--- src/rtl/wb_queue_if.sv ---
// Bus bundle for the write-back queue: request channel, flush/stall controls,
// register-file write port, forwarding lookups and occupancy/pending status.
interface wb_queue_if #(
  parameter int WIDTH = 32,
  parameter int REGNO = 32,
  parameter int DEPTH = 4
);
  localparam int AW = $clog2(REGNO);
  localparam int CW = $clog2(DEPTH) + 1;

  logic             req_valid;
  logic             req_ready;
  logic [AW-1:0]    req_addr;
  logic [WIDTH-1:0] req_data;
  logic             flush;
  logic             rf_stall;
  logic             rf_we;
  logic [WIDTH-1:0] rf_w_addr;
  logic [WIDTH-1:0] rf_in;
  logic [AW-1:0]    q1_addr;
  logic [AW-1:0]    q2_addr;
  logic             q1_hit;
  logic             q2_hit;
  logic [WIDTH-1:0] q1_data;
  logic [WIDTH-1:0] q2_data;
  logic [REGNO-1:0] pending;
  logic [CW-1:0]    count;

  // Producer side: issues write-backs, controls flush/stall, performs lookups.
  modport master (
    output req_valid, req_addr, req_data, flush, rf_stall, q1_addr, q2_addr,
    input  req_ready, rf_we, rf_w_addr, rf_in, q1_hit, q2_hit, q1_data, q2_data,
           pending, count
  );

  // Queue side.
  modport slave (
    input  req_valid, req_addr, req_data, flush, rf_stall, q1_addr, q2_addr,
    output req_ready, rf_we, rf_w_addr, rf_in, q1_hit, q2_hit, q1_data, q2_data,
           pending, count
  );
endinterface

--- src/rtl/wb_queue.sv ---
// Write-back queue: circular FIFO of {addr, data} entries that drains into a
// register-file write port one entry per cycle, with forwarding lookups and a
// per-register pending mask. Writes to x0 are accepted and dropped.
module wb_queue #(
  parameter int WIDTH = 32,
  parameter int REGNO = 32,
  parameter int DEPTH = 4
) (
  input  logic        clk,
  input  logic        rst_n,
  wb_queue_if.slave   bus
);
  localparam int AW = $clog2(REGNO);
  localparam int PW = $clog2(DEPTH);
  localparam int CW = PW + 1;

  logic [AW-1:0]    mem_addr_q [DEPTH];
  logic [WIDTH-1:0] mem_data_q [DEPTH];
  logic [PW-1:0]    head_q, head_d;
  logic [PW-1:0]    tail_q, tail_d;
  logic [CW-1:0]    count_q, count_d;
  logic             full;
  logic             push;
  logic             pop;
  logic [PW-1:0]    idx;
  logic             q1_hit, q2_hit;
  logic [WIDTH-1:0] q1_data, q2_data;
  logic [REGNO-1:0] pending;

  // Handshake and drain decisions; flush suppresses both push and pop.
  assign full          = (count_q == CW'(DEPTH));
  assign bus.req_ready = !full && !bus.flush;
  assign push          = bus.req_valid && bus.req_ready && (bus.req_addr != '0);
  assign pop           = (count_q != '0) && !bus.rf_stall && !bus.flush;

  // Register-file port presents the head entry only while writing, else zeros.
  assign bus.rf_we     = pop;
  assign bus.rf_w_addr = pop ? WIDTH'(mem_addr_q[head_q]) : '0;
  assign bus.rf_in     = pop ? mem_data_q[head_q] : '0;
  assign bus.count     = count_q;
  assign bus.q1_hit    = q1_hit;
  assign bus.q2_hit    = q2_hit;
  assign bus.q1_data   = q1_data;
  assign bus.q2_data   = q2_data;
  assign bus.pending   = pending;

  // Next-state for pointers and occupancy; pointers wrap naturally (DEPTH is 2^n).
  always_comb begin
    // NOTE: every combinational output gets a default first so no path leaves it unassigned (no latch).
    head_d  = head_q;
    tail_d  = tail_q;
    count_d = count_q;
    if (bus.flush) begin
      head_d  = '0;
      tail_d  = '0;
      count_d = '0;
    end else begin
      if (push) tail_d = tail_q + PW'(1);
      if (pop)  head_d = head_q + PW'(1);
      if (push && !pop)      count_d = count_q + CW'(1);
      else if (!push && pop) count_d = count_q - CW'(1);
    end
  end

  // Control state: reset asynchronously, everything else on posedge.
  always_ff @(posedge clk or negedge rst_n) begin
    if (!rst_n) begin
      // NOTE: sequential state uses non-blocking assignments so all registers update from pre-edge values.
      head_q  <= '0;
      tail_q  <= '0;
      count_q <= '0;
    end else begin
      head_q  <= head_d;
      tail_q  <= tail_d;
      count_q <= count_d;
    end
  end

  // Entry storage write at the tail.
  // NOTE: storage is deliberately not reset; validity comes solely from head/count, so stale entries are never observed.
  always_ff @(posedge clk) begin
    if (push) begin
      mem_addr_q[tail_q] <= bus.req_addr;
      mem_data_q[tail_q] <= bus.req_data;
    end
  end

  // Lookups and pending mask over valid entries, scanned oldest to youngest so
  // the last match (closest to the tail) wins.
  always_comb begin
    q1_hit  = 1'b0;
    q2_hit  = 1'b0;
    q1_data = '0;
    q2_data = '0;
    pending = '0;
    idx     = '0;
    for (int k = 0; k < DEPTH; k++) begin
      idx = head_q + PW'(k);
      if (CW'(k) < count_q) begin
        pending[mem_addr_q[idx]] = 1'b1;
        if ((bus.q1_addr != '0) && (mem_addr_q[idx] == bus.q1_addr)) begin
          q1_hit  = 1'b1;
          q1_data = mem_data_q[idx];
        end
        if ((bus.q2_addr != '0) && (mem_addr_q[idx] == bus.q2_addr)) begin
          q2_hit  = 1'b1;
          q2_data = mem_data_q[idx];
        end
      end
    end
    pending[0] = 1'b0;
  end
endmodule
--- src/flat_wrapper.sv ---
// flat-port wrapper written by rule: the top's interface ports become plain ports
module wb_queue_flat 
#(
  parameter int WIDTH = 32,
  parameter int REGNO = 32,
  parameter int DEPTH = 4
)
  (clk, rst_n, bus_req_valid, bus_req_addr, bus_req_data, bus_flush, bus_rf_stall, bus_q1_addr, bus_q2_addr, bus_req_ready, bus_rf_we, bus_rf_w_addr, bus_rf_in, bus_q1_hit, bus_q2_hit, bus_q1_data, bus_q2_data, bus_pending, bus_count);
  wb_queue_if #(.WIDTH(WIDTH), .REGNO(REGNO), .DEPTH(DEPTH)) bus_i ();
  input  logic clk;
  input  logic rst_n;
  input wire logic [$bits(bus_i.req_valid)-1:0] bus_req_valid;
  input wire logic [$bits(bus_i.req_addr)-1:0] bus_req_addr;
  input wire logic [$bits(bus_i.req_data)-1:0] bus_req_data;
  input wire logic [$bits(bus_i.flush)-1:0] bus_flush;
  input wire logic [$bits(bus_i.rf_stall)-1:0] bus_rf_stall;
  input wire logic [$bits(bus_i.q1_addr)-1:0] bus_q1_addr;
  input wire logic [$bits(bus_i.q2_addr)-1:0] bus_q2_addr;
  output wire logic [$bits(bus_i.req_ready)-1:0] bus_req_ready;
  output wire logic [$bits(bus_i.rf_we)-1:0] bus_rf_we;
  output wire logic [$bits(bus_i.rf_w_addr)-1:0] bus_rf_w_addr;
  output wire logic [$bits(bus_i.rf_in)-1:0] bus_rf_in;
  output wire logic [$bits(bus_i.q1_hit)-1:0] bus_q1_hit;
  output wire logic [$bits(bus_i.q2_hit)-1:0] bus_q2_hit;
  output wire logic [$bits(bus_i.q1_data)-1:0] bus_q1_data;
  output wire logic [$bits(bus_i.q2_data)-1:0] bus_q2_data;
  output wire logic [$bits(bus_i.pending)-1:0] bus_pending;
  output wire logic [$bits(bus_i.count)-1:0] bus_count;
  assign bus_i.req_valid = bus_req_valid;
  assign bus_i.req_addr = bus_req_addr;
  assign bus_i.req_data = bus_req_data;
  assign bus_i.flush = bus_flush;
  assign bus_i.rf_stall = bus_rf_stall;
  assign bus_i.q1_addr = bus_q1_addr;
  assign bus_i.q2_addr = bus_q2_addr;
  assign bus_req_ready = bus_i.req_ready;
  assign bus_rf_we = bus_i.rf_we;
  assign bus_rf_w_addr = bus_i.rf_w_addr;
  assign bus_rf_in = bus_i.rf_in;
  assign bus_q1_hit = bus_i.q1_hit;
  assign bus_q2_hit = bus_i.q2_hit;
  assign bus_q1_data = bus_i.q1_data;
  assign bus_q2_data = bus_i.q2_data;
  assign bus_pending = bus_i.pending;
  assign bus_count = bus_i.count;
  wb_queue #(.WIDTH(WIDTH), .REGNO(REGNO), .DEPTH(DEPTH)) u_core (.clk(clk), .rst_n(rst_n), .bus(bus_i));
endmodule
--- config.mk ---
export PLATFORM = sky130hd
export DESIGN_NAME = wb_queue_flat
export DESIGN_NICKNAME = d
export VERILOG_FILES = /design/src/rtl/wb_queue_if.sv /design/src/rtl/wb_queue.sv /design/src/flat_wrapper.sv
export SDC_FILE = /design/constraint.sdc
export NUM_CORES = 1
export LEC_CHECK = 0
export ABC_AREA = 1
export CORE_ASPECT_RATIO = 1.5
export CORE_MARGIN = 10
export CORE_UTILIZATION = 40
export CTS_BUF_LIST = sky130_fd_sc_hd__clkbuf_8 sky130_fd_sc_hd__clkbuf_16
export DETAILED_ROUTE_END_ITERATION = 10
export SYNTH_ARGS = -nofsm -noshare
export SYNTH_HDL_FRONTEND = slang
export SYNTH_SLANG_ARGS = --single-unit
--- constraint.sdc ---
create_clock -name clk -period 8.2 [get_ports clk]
set_clock_uncertainty 0.05 [all_clocks]
set_input_delay 1.64 -clock clk [delete_from_list [all_inputs] [get_ports clk]]
set_output_delay 1.64 -clock clk [all_outputs]
set_load 0.01 [all_outputs]
==> results.yml, run 1 <==
floorplan:
  core_area_sq_mm: 0.03253
  initial_core_util_pct: 40.45
  pin_count: 219
  die_w_microns: 168.1
  die_y_microns: 242.2
  dieArea_sq_mm: 0.04071
  std_cell_rows: 81
global_routing:
  grt_use_total_pct: 24.50
  grt_max_degree: 92
  grt_pass1_wl_microns: 78560
  first_global_vias: 13180
  grt_antenna_before_repair: 1
  grt-ovfl-total: 0
synthesis:
  syn_area_sq_mm: 0.01316
  synth_area_leaders: "edfxtp_1 34%, nand2_1 20%, o21ai_0 8.4%"
  syn-instance-count: 2040
  yosysTopAreaCell: "edfxtp_1"
  synth_top_cell_area_share_pct: 33.77
  ys_ff_latch: 155
  ys_types: 32
  yosys_warnings: 0
  syn_avg_cell_area_sq_um: 6.451
  ys_seq_area_share_pct: 35.10
worst_setup_path:
  cp_data_arrival_time_ns: 5.46
  critical_path_buf_inv_count: 3
  critPathSlowestCell: "nand3_2"
  crit_family: "simple AND/OR/NAND/NOR gates"
  timing.rr.start: "u_core.bus.count[1]$_DFFE_PN0P_"
  crit_top_cell: "nand2_1"
  crit_start: "u_core.head_q[0]$_DFFE_PN0P_"
  cp_data_required_time_ns: 6.51
  critPathLaunchType: "register"
  crit_type: "register to output pin"
  cp.depth: 14
  endpoint_kind: "output pin"
  cpPeakStageDelay_ns: 0.83
  reg2reg_depth: 6
  crit_chain: "inv_2 -> nand2_1 -> nand2_4 -> nand2_1 -> nand2_1 -> o21ai_1 -> nor2_2 -> buf_4 -> nand3_2 -> nand2_1 -> nand3_1 -> nand2_1 -> nand2_1 -> clkdlybuf4s50_1"
  crit_fanout: 80
cells_and_area:
  layout-drive-gt1-share_pct: 4.310
  seq_area_sq_mm: 0.004627
  syn_to_final_growth_pct: 18.93
  final_cells: 2573
  final_common_cell: "nand2_1"
  post-route-util_pct: 48.11
  n_antenna_cell: 0
  final.fill_count: 3342
  final_cell_mix: "713 x nand2_1, 263 x nor2_1, 220 x o21ai_0, 190 x clkdlybuf4s50_1, 185 x nand3_1"
  multi_input_area_sq_mm: 0.007272
  nets: 2204
timing:
  grt_setup_unrepaired: "false"
  hold_viol: 0
  max_freq_ghz: 0.1399
  tightestPinTransition_ns: 1.068
  slew_headroom_pct: 28.72
  slew_violations: 0
  finalCritPeriodShare_pct: 87.20
  tns_ns: 0
  fin_ws_ns: 1.050
  setup_viol: 0
  min_period_ns: 7.150
cts:
  path_clk_slew_ns: 0.06
  cts_resized: 0
  cts_max_path_buffers: 2
  numCtsBuffers: 17
  clkLatencyLatePin_ns: 0.44
  ctsHoldBuffers: 0
  cts_root_buf: "clkbuf_16"
  htreeDepth: 4
  clock_sinks: 155
  postCtsSetupBuffers: 0
  cts_tree: "yes"
power_and_ir_drop:
  pwr-share-clk_pct: 17.6
  power_density_mw_per_mm2: 281.2
  p_leak_nw: 6.495
  vdd_drop_max_mv: 0.1963
  finalPower_mw: 4.402
  p_seq_share_pct: 22.3
  power.switching_mw: 2.249
  comb_power_share_pct: 60.1
  p_int_mw: 2.152
  switching_share_pct: 51.10
place:
  pre_cts_ws_ns: 1.498
  portBuffers: 190
  gp_congestion: 0.9647
  dp_hpwl_microns: 37470
  post-place-cells: 2541
job:
  maxCapViolCount: 0
status:
  status: "finished, final reports clean"
min_path:
  hold_depth: 2
  hp-class: "register to register"
  hp-start: "u_core.tail_q[1]$_DFFE_PN0P_"
route:
  wl_per_cell_microns: 20.26
  wl_microns: 52130
  firstDrtPassIters: 7
  drtIter0Drc: 1150
  drc: 0
  vias: 13960
  via_per_inst: 5.426
  ant_nets: 0
cell usage after synthesis:
cell type,n
a21oi_1,4
inv_2,9
buf_1,11
o22ai_1,1
o21bai_1,2
o21ai_0,220
edfxtp_1,148
o221ai_1,31
nand3_1,187
nor2_2,5
nand2_2,8
xor2_1,8
xnor2_1,1
buf_6,2
o21ai_1,40
inv_1,145
o21ai_4,3
clkbuf_1,38
buf_2,56
nand2_4,2
conb_1,1
o21ai_2,2
nor3_1,1
nand2_1,713
o211ai_1,1
buf_4,48
o22a_1,31
nand4_1,36
dfrtp_1,7
nor2_1,269
ha_1,7
nand3_2,3
path summary, 6_finish.rpt:
kind	to	slack, ns
max	bus_q1_data[22]	1.05
min	u_core.tail_q[1]$_DFFE_PN0P_	0.61
max reg2reg	u_core.mem_data_q[3][18]$_DFFE_PP_	5.20
min reg2reg	u_core.tail_q[1]$_DFFE_PN0P_	0.61
max in group asynchronous	u_core.head_q[0]$_DFFE_PN0P_	6.34
min in group asynchronous	u_core.bus.count[1]$_DFFE_PN0P_	1.44
worst register-to-register path, delay by kind of cell (launching register included):
family,cells,cell delay (ns)
flip-flops,1,0.43
AND/OR/NAND/NOR,2,0.97
buffers and inverters,2,0.68
AO/OA/AOI/OAI,1,0.29
adder cells (fa/ha/maj),1,0.21
flip-flops by register name, indices dropped and copies added (netlist names):
signal             flops
u_core.mem_addr_q     20
u_core.head_q          2
u_core.mem_data_q    128
u_core.tail_q          2
u_core.bus.count       3
power by group through the flow:
stage	logic [mW]	registers (mW)	clock network, mW
3_3_place_gp	2.62	0.997	0
2_1_floorplan	1.66	0.953	0
3_5_place_dp	2.61	1.00	0
5_1_grt	2.88	0.990	0.815
6_report	2.65	0.983	0.773
4_1_cts	2.62	0.983	0.783
metal layers:
layer	global-route usage (%)	vias to the layer above	wire, microns
met2	43.01	559	26250
met1	28.30	6414	20460
met3	4.091	113	3410
met4	11.17	2	2005
met5	0	-	11
li1	-	6873	-
final cells by class:
class | instances | area share [%]
Tap cell | 415 | 3.318
Clock inverter | 15 | 0.9433
Clock buffer | 17 | 2.718
Timing Repair Buffer | 214 | 13.30
Multi-Input combinational cell | 1603 | 46.46
Sequential cell | 155 | 29.56
Inverter | 154 | 3.693
through the flow:
step	cell area (sq um)	hold slack, ns
2_1_floorplan	13260	0.5296
3_3_place_gp	15080	0.5981
3_5_place_dp	15080	0.6073
4_1_cts	15650	0.6256
5_1_grt	15650	0.6542
6_report	15650	0.6121
cell families (layout without fill, tap and decap cells):
logic type	Yosys count	after routing	synth area share [%]
and+or+nand+nor	1224	1224	37.89
AOI/OAI and AO/OA	335	335	14.89
buffers and inverters	309	400	10.83
xor gates and xnor gates	9	9	0.5990
other	1	28	0.02850
adders and majority gates	7	7	0.6655
DFF	155	155	35.10
(Power assumes the default switching activity.)
==> run 2, diff against run 1 <==
- TNS_END_PERCENT: unset -> 10
==> results of run 2 <==
Final layout, timing and power as in run 1 (identical DEF).
==> run 3, diff against run 2 <==
- CORE_UTILIZATION: 40 -> 47
- PLACE_DENSITY: unset -> 0.72
- SLEW_MARGIN: unset -> 20
==> results.yml, run 3 (same netlist as run 1, synthesis figures left out) <==
worst_setup_path:
  crit_type: "register to output pin"
  cp_data_arrival_time_ns: 5.42
  cp_data_required_time_ns: 6.51
  crit_fanout: 68
  endpoint_kind: "output pin"
  timing.rr.start: "u_core.bus.count[0]$_DFFE_PN0P_"
  critPathLaunchType: "register"
  crit_start: "u_core.head_q[1]$_DFFE_PN0P_"
cells_and_area:
  layout-drive-gt1-share_pct: 4.184
  final_cells: 2502
  top_register: "u_core.mem_data_q"
  nets: 2197
  final.fill_count: 2705
  final_cell_mix: "712 x nand2_1, 263 x nor2_1, 220 x o21ai_0, 190 x clkdlybuf4s50_1, 185 x nand3_1"
  syn_to_final_growth_pct: 18.33
  largest_reg_flops: 128
  multi_input_area_sq_mm: 0.007315
  seq_area_sq_mm: 0.004627
  final_area_sq_mm: 0.01557
  final_common_cell: "nand2_1"
cts:
  htreeDepth: 4
  cts_tree: "yes"
  postCtsSetupBuffers: 0
  numCtsBuffers: 17
  ctsHoldBuffers: 0
  path_clk_slew_ns: 0.08
  cts_max_path_buffers: 2
  clock_sinks: 155
  cts_root_buf: "clkbuf_16"
  clkLatencyLatePin_ns: 0.44
  cts_resized: 0
route:
  wl_per_cell_microns: 18.67
  via_per_inst: 5.638
  vias: 14110
  firstDrtPassIters: 5
  drc: 0
  ant_nets: 0
  drtIter0Drc: 1217
  wl_microns: 46720
power_and_ir_drop:
  vdd_drop_max_mv: 0.1653
  p_int_mw: 2.157
  finalPower_mw: 4.311
  comb_power_share_pct: 59.0
  switching_share_pct: 49.95
  p_leak_nw: 6.481
  pwr-share-clk_pct: 18.1
  p_seq_share_pct: 22.9
  power_density_mw_per_mm2: 276.8
  power.switching_mw: 2.153
floorplan:
  initial_core_util_pct: 47.38
  die_y_microns: 224.9
  pin_count: 219
  std_cell_rows: 75
  core_area_sq_mm: 0.02778
  die_w_microns: 156.6
  dieArea_sq_mm: 0.03523
timing:
  min_period_ns: 7.106
  max_freq_ghz: 0.1407
  hold_viol: 0
  tightestPinTransition_ns: 1.063
  slew_violations: 0
  setup_viol: 0
  grt_setup_unrepaired: "false"
  finalCritPeriodShare_pct: 86.66
  slew_headroom_pct: 29.06
  tns_ns: 0
  fin_ws_ns: 1.094
min_path:
  hp-start: "u_core.tail_q[1]$_DFFE_PN0P_"
  hp-class: "register to register"
global_routing:
  grt_max_degree: 109
  grt_antenna_before_repair: 5
  grt_use_total_pct: 25.52
  grt_pass1_wl_microns: 71550
  grt-ovfl-total: 0
  first_global_vias: 13330
place:
  dp_hpwl_microns: 32220
  post-place-cells: 2465
  place_area_sq_mm: 0.01498
  portBuffers: 190
  gp_congestion: 0.9579
  pre_cts_ws_ns: 1.533
job:
  maxCapViolCount: 0
status:
  status: "finished, final reports clean"
## run 3: cell count changes in the layout (fill, tap and decap cells not counted), moves of 5 or more
cell | previous run | this run
nor2_2 | 5 | 0
diode_2 | 0 | 5
buf_4 | 24 | 17
nor2_4 | 6 | 11
## run 3: through the flow
step / utilization, % / hold WS [ns]
2_1_floorplan: - / 0.5296
3_3_place_gp: 53.94 / 0.5751
3_5_place_dp: 53.94 / 0.5919
4_1_cts: 56.02 / 0.5969
5_1_grt: 56.06 / 0.6434
6_report: 56.06 / 0.5955
## run 3: worst paths after layout
| check | endpoint | slack (ns) | cells after the start |
|---|---|---|---|
| max | bus_q1_data[20] | 1.09 | 15 |
| min | u_core.tail_q[1]$_DFFE_PN0P_ | 0.60 | 2 |
| max reg2reg | u_core.mem_addr_q[3][2]$_DFFE_PP_ | 5.62 | 6 |
| min reg2reg | u_core.tail_q[1]$_DFFE_PN0P_ | 0.60 | 2 |
| max in group asynchronous | u_core.head_q[1]$_DFFE_PN0P_ | 6.38 | 1 |
| min in group asynchronous | u_core.tail_q[1]$_DFFE_PN0P_ | 1.42 | 1 |
## run 3: critical path, cell delays in order, from the launching register on
cell and delay [ns]:
dfrtp_4 0.74, inv_2 0.32, nand2_1 0.10, nand2_2 0.52
buf_4 0.53, nand3_1 0.20, nand3_1 0.13, nand2_1 0.09
nor2_4 0.08, buf_4 0.39, nand3_2 0.79, nand2_1 0.27
nand3_1 0.09, nand2_1 0.09, nand2_1 0.05, clkdlybuf4s50_1 0.54
## run 3: power by group through the flow
stage / combinational, mW / clock, mW / sequential, mW
detailed placement: 2.50 / 0 / 1.01
global route: 2.78 / 0.818 / 0.997
CTS: 2.51 / 0.785 / 0.988
floorplan: 1.66 / 0 / 0.953
global placement: 2.48 / 0 / 1.00
finish: 2.54 / 0.779 / 0.989
## run 3: metal layers
| metal | global-route usage, % | wire length [microns] | up-vias |
|---|---|---|---|
| met4 | 14.26 | 1978 | 0 |
| met5 | 0 | 0 | - |
| met3 | 3.916 | 3280 | 138 |
| met1 | 27.82 | 17560 | 6445 |
| li1 | - | - | 6859 |
| met2 | 45.96 | 23890 | 665 |
## run 3: cell type report
type	instances	area share [%]
clock inverters	15	0.9722
multi-input cells	1603	46.97
clock buffers	17	2.732
flip-flops and latches	155	29.71
diodes	5	0.08035
well taps	346	2.780
repair buffers	207	13.03
inverters	154	3.720
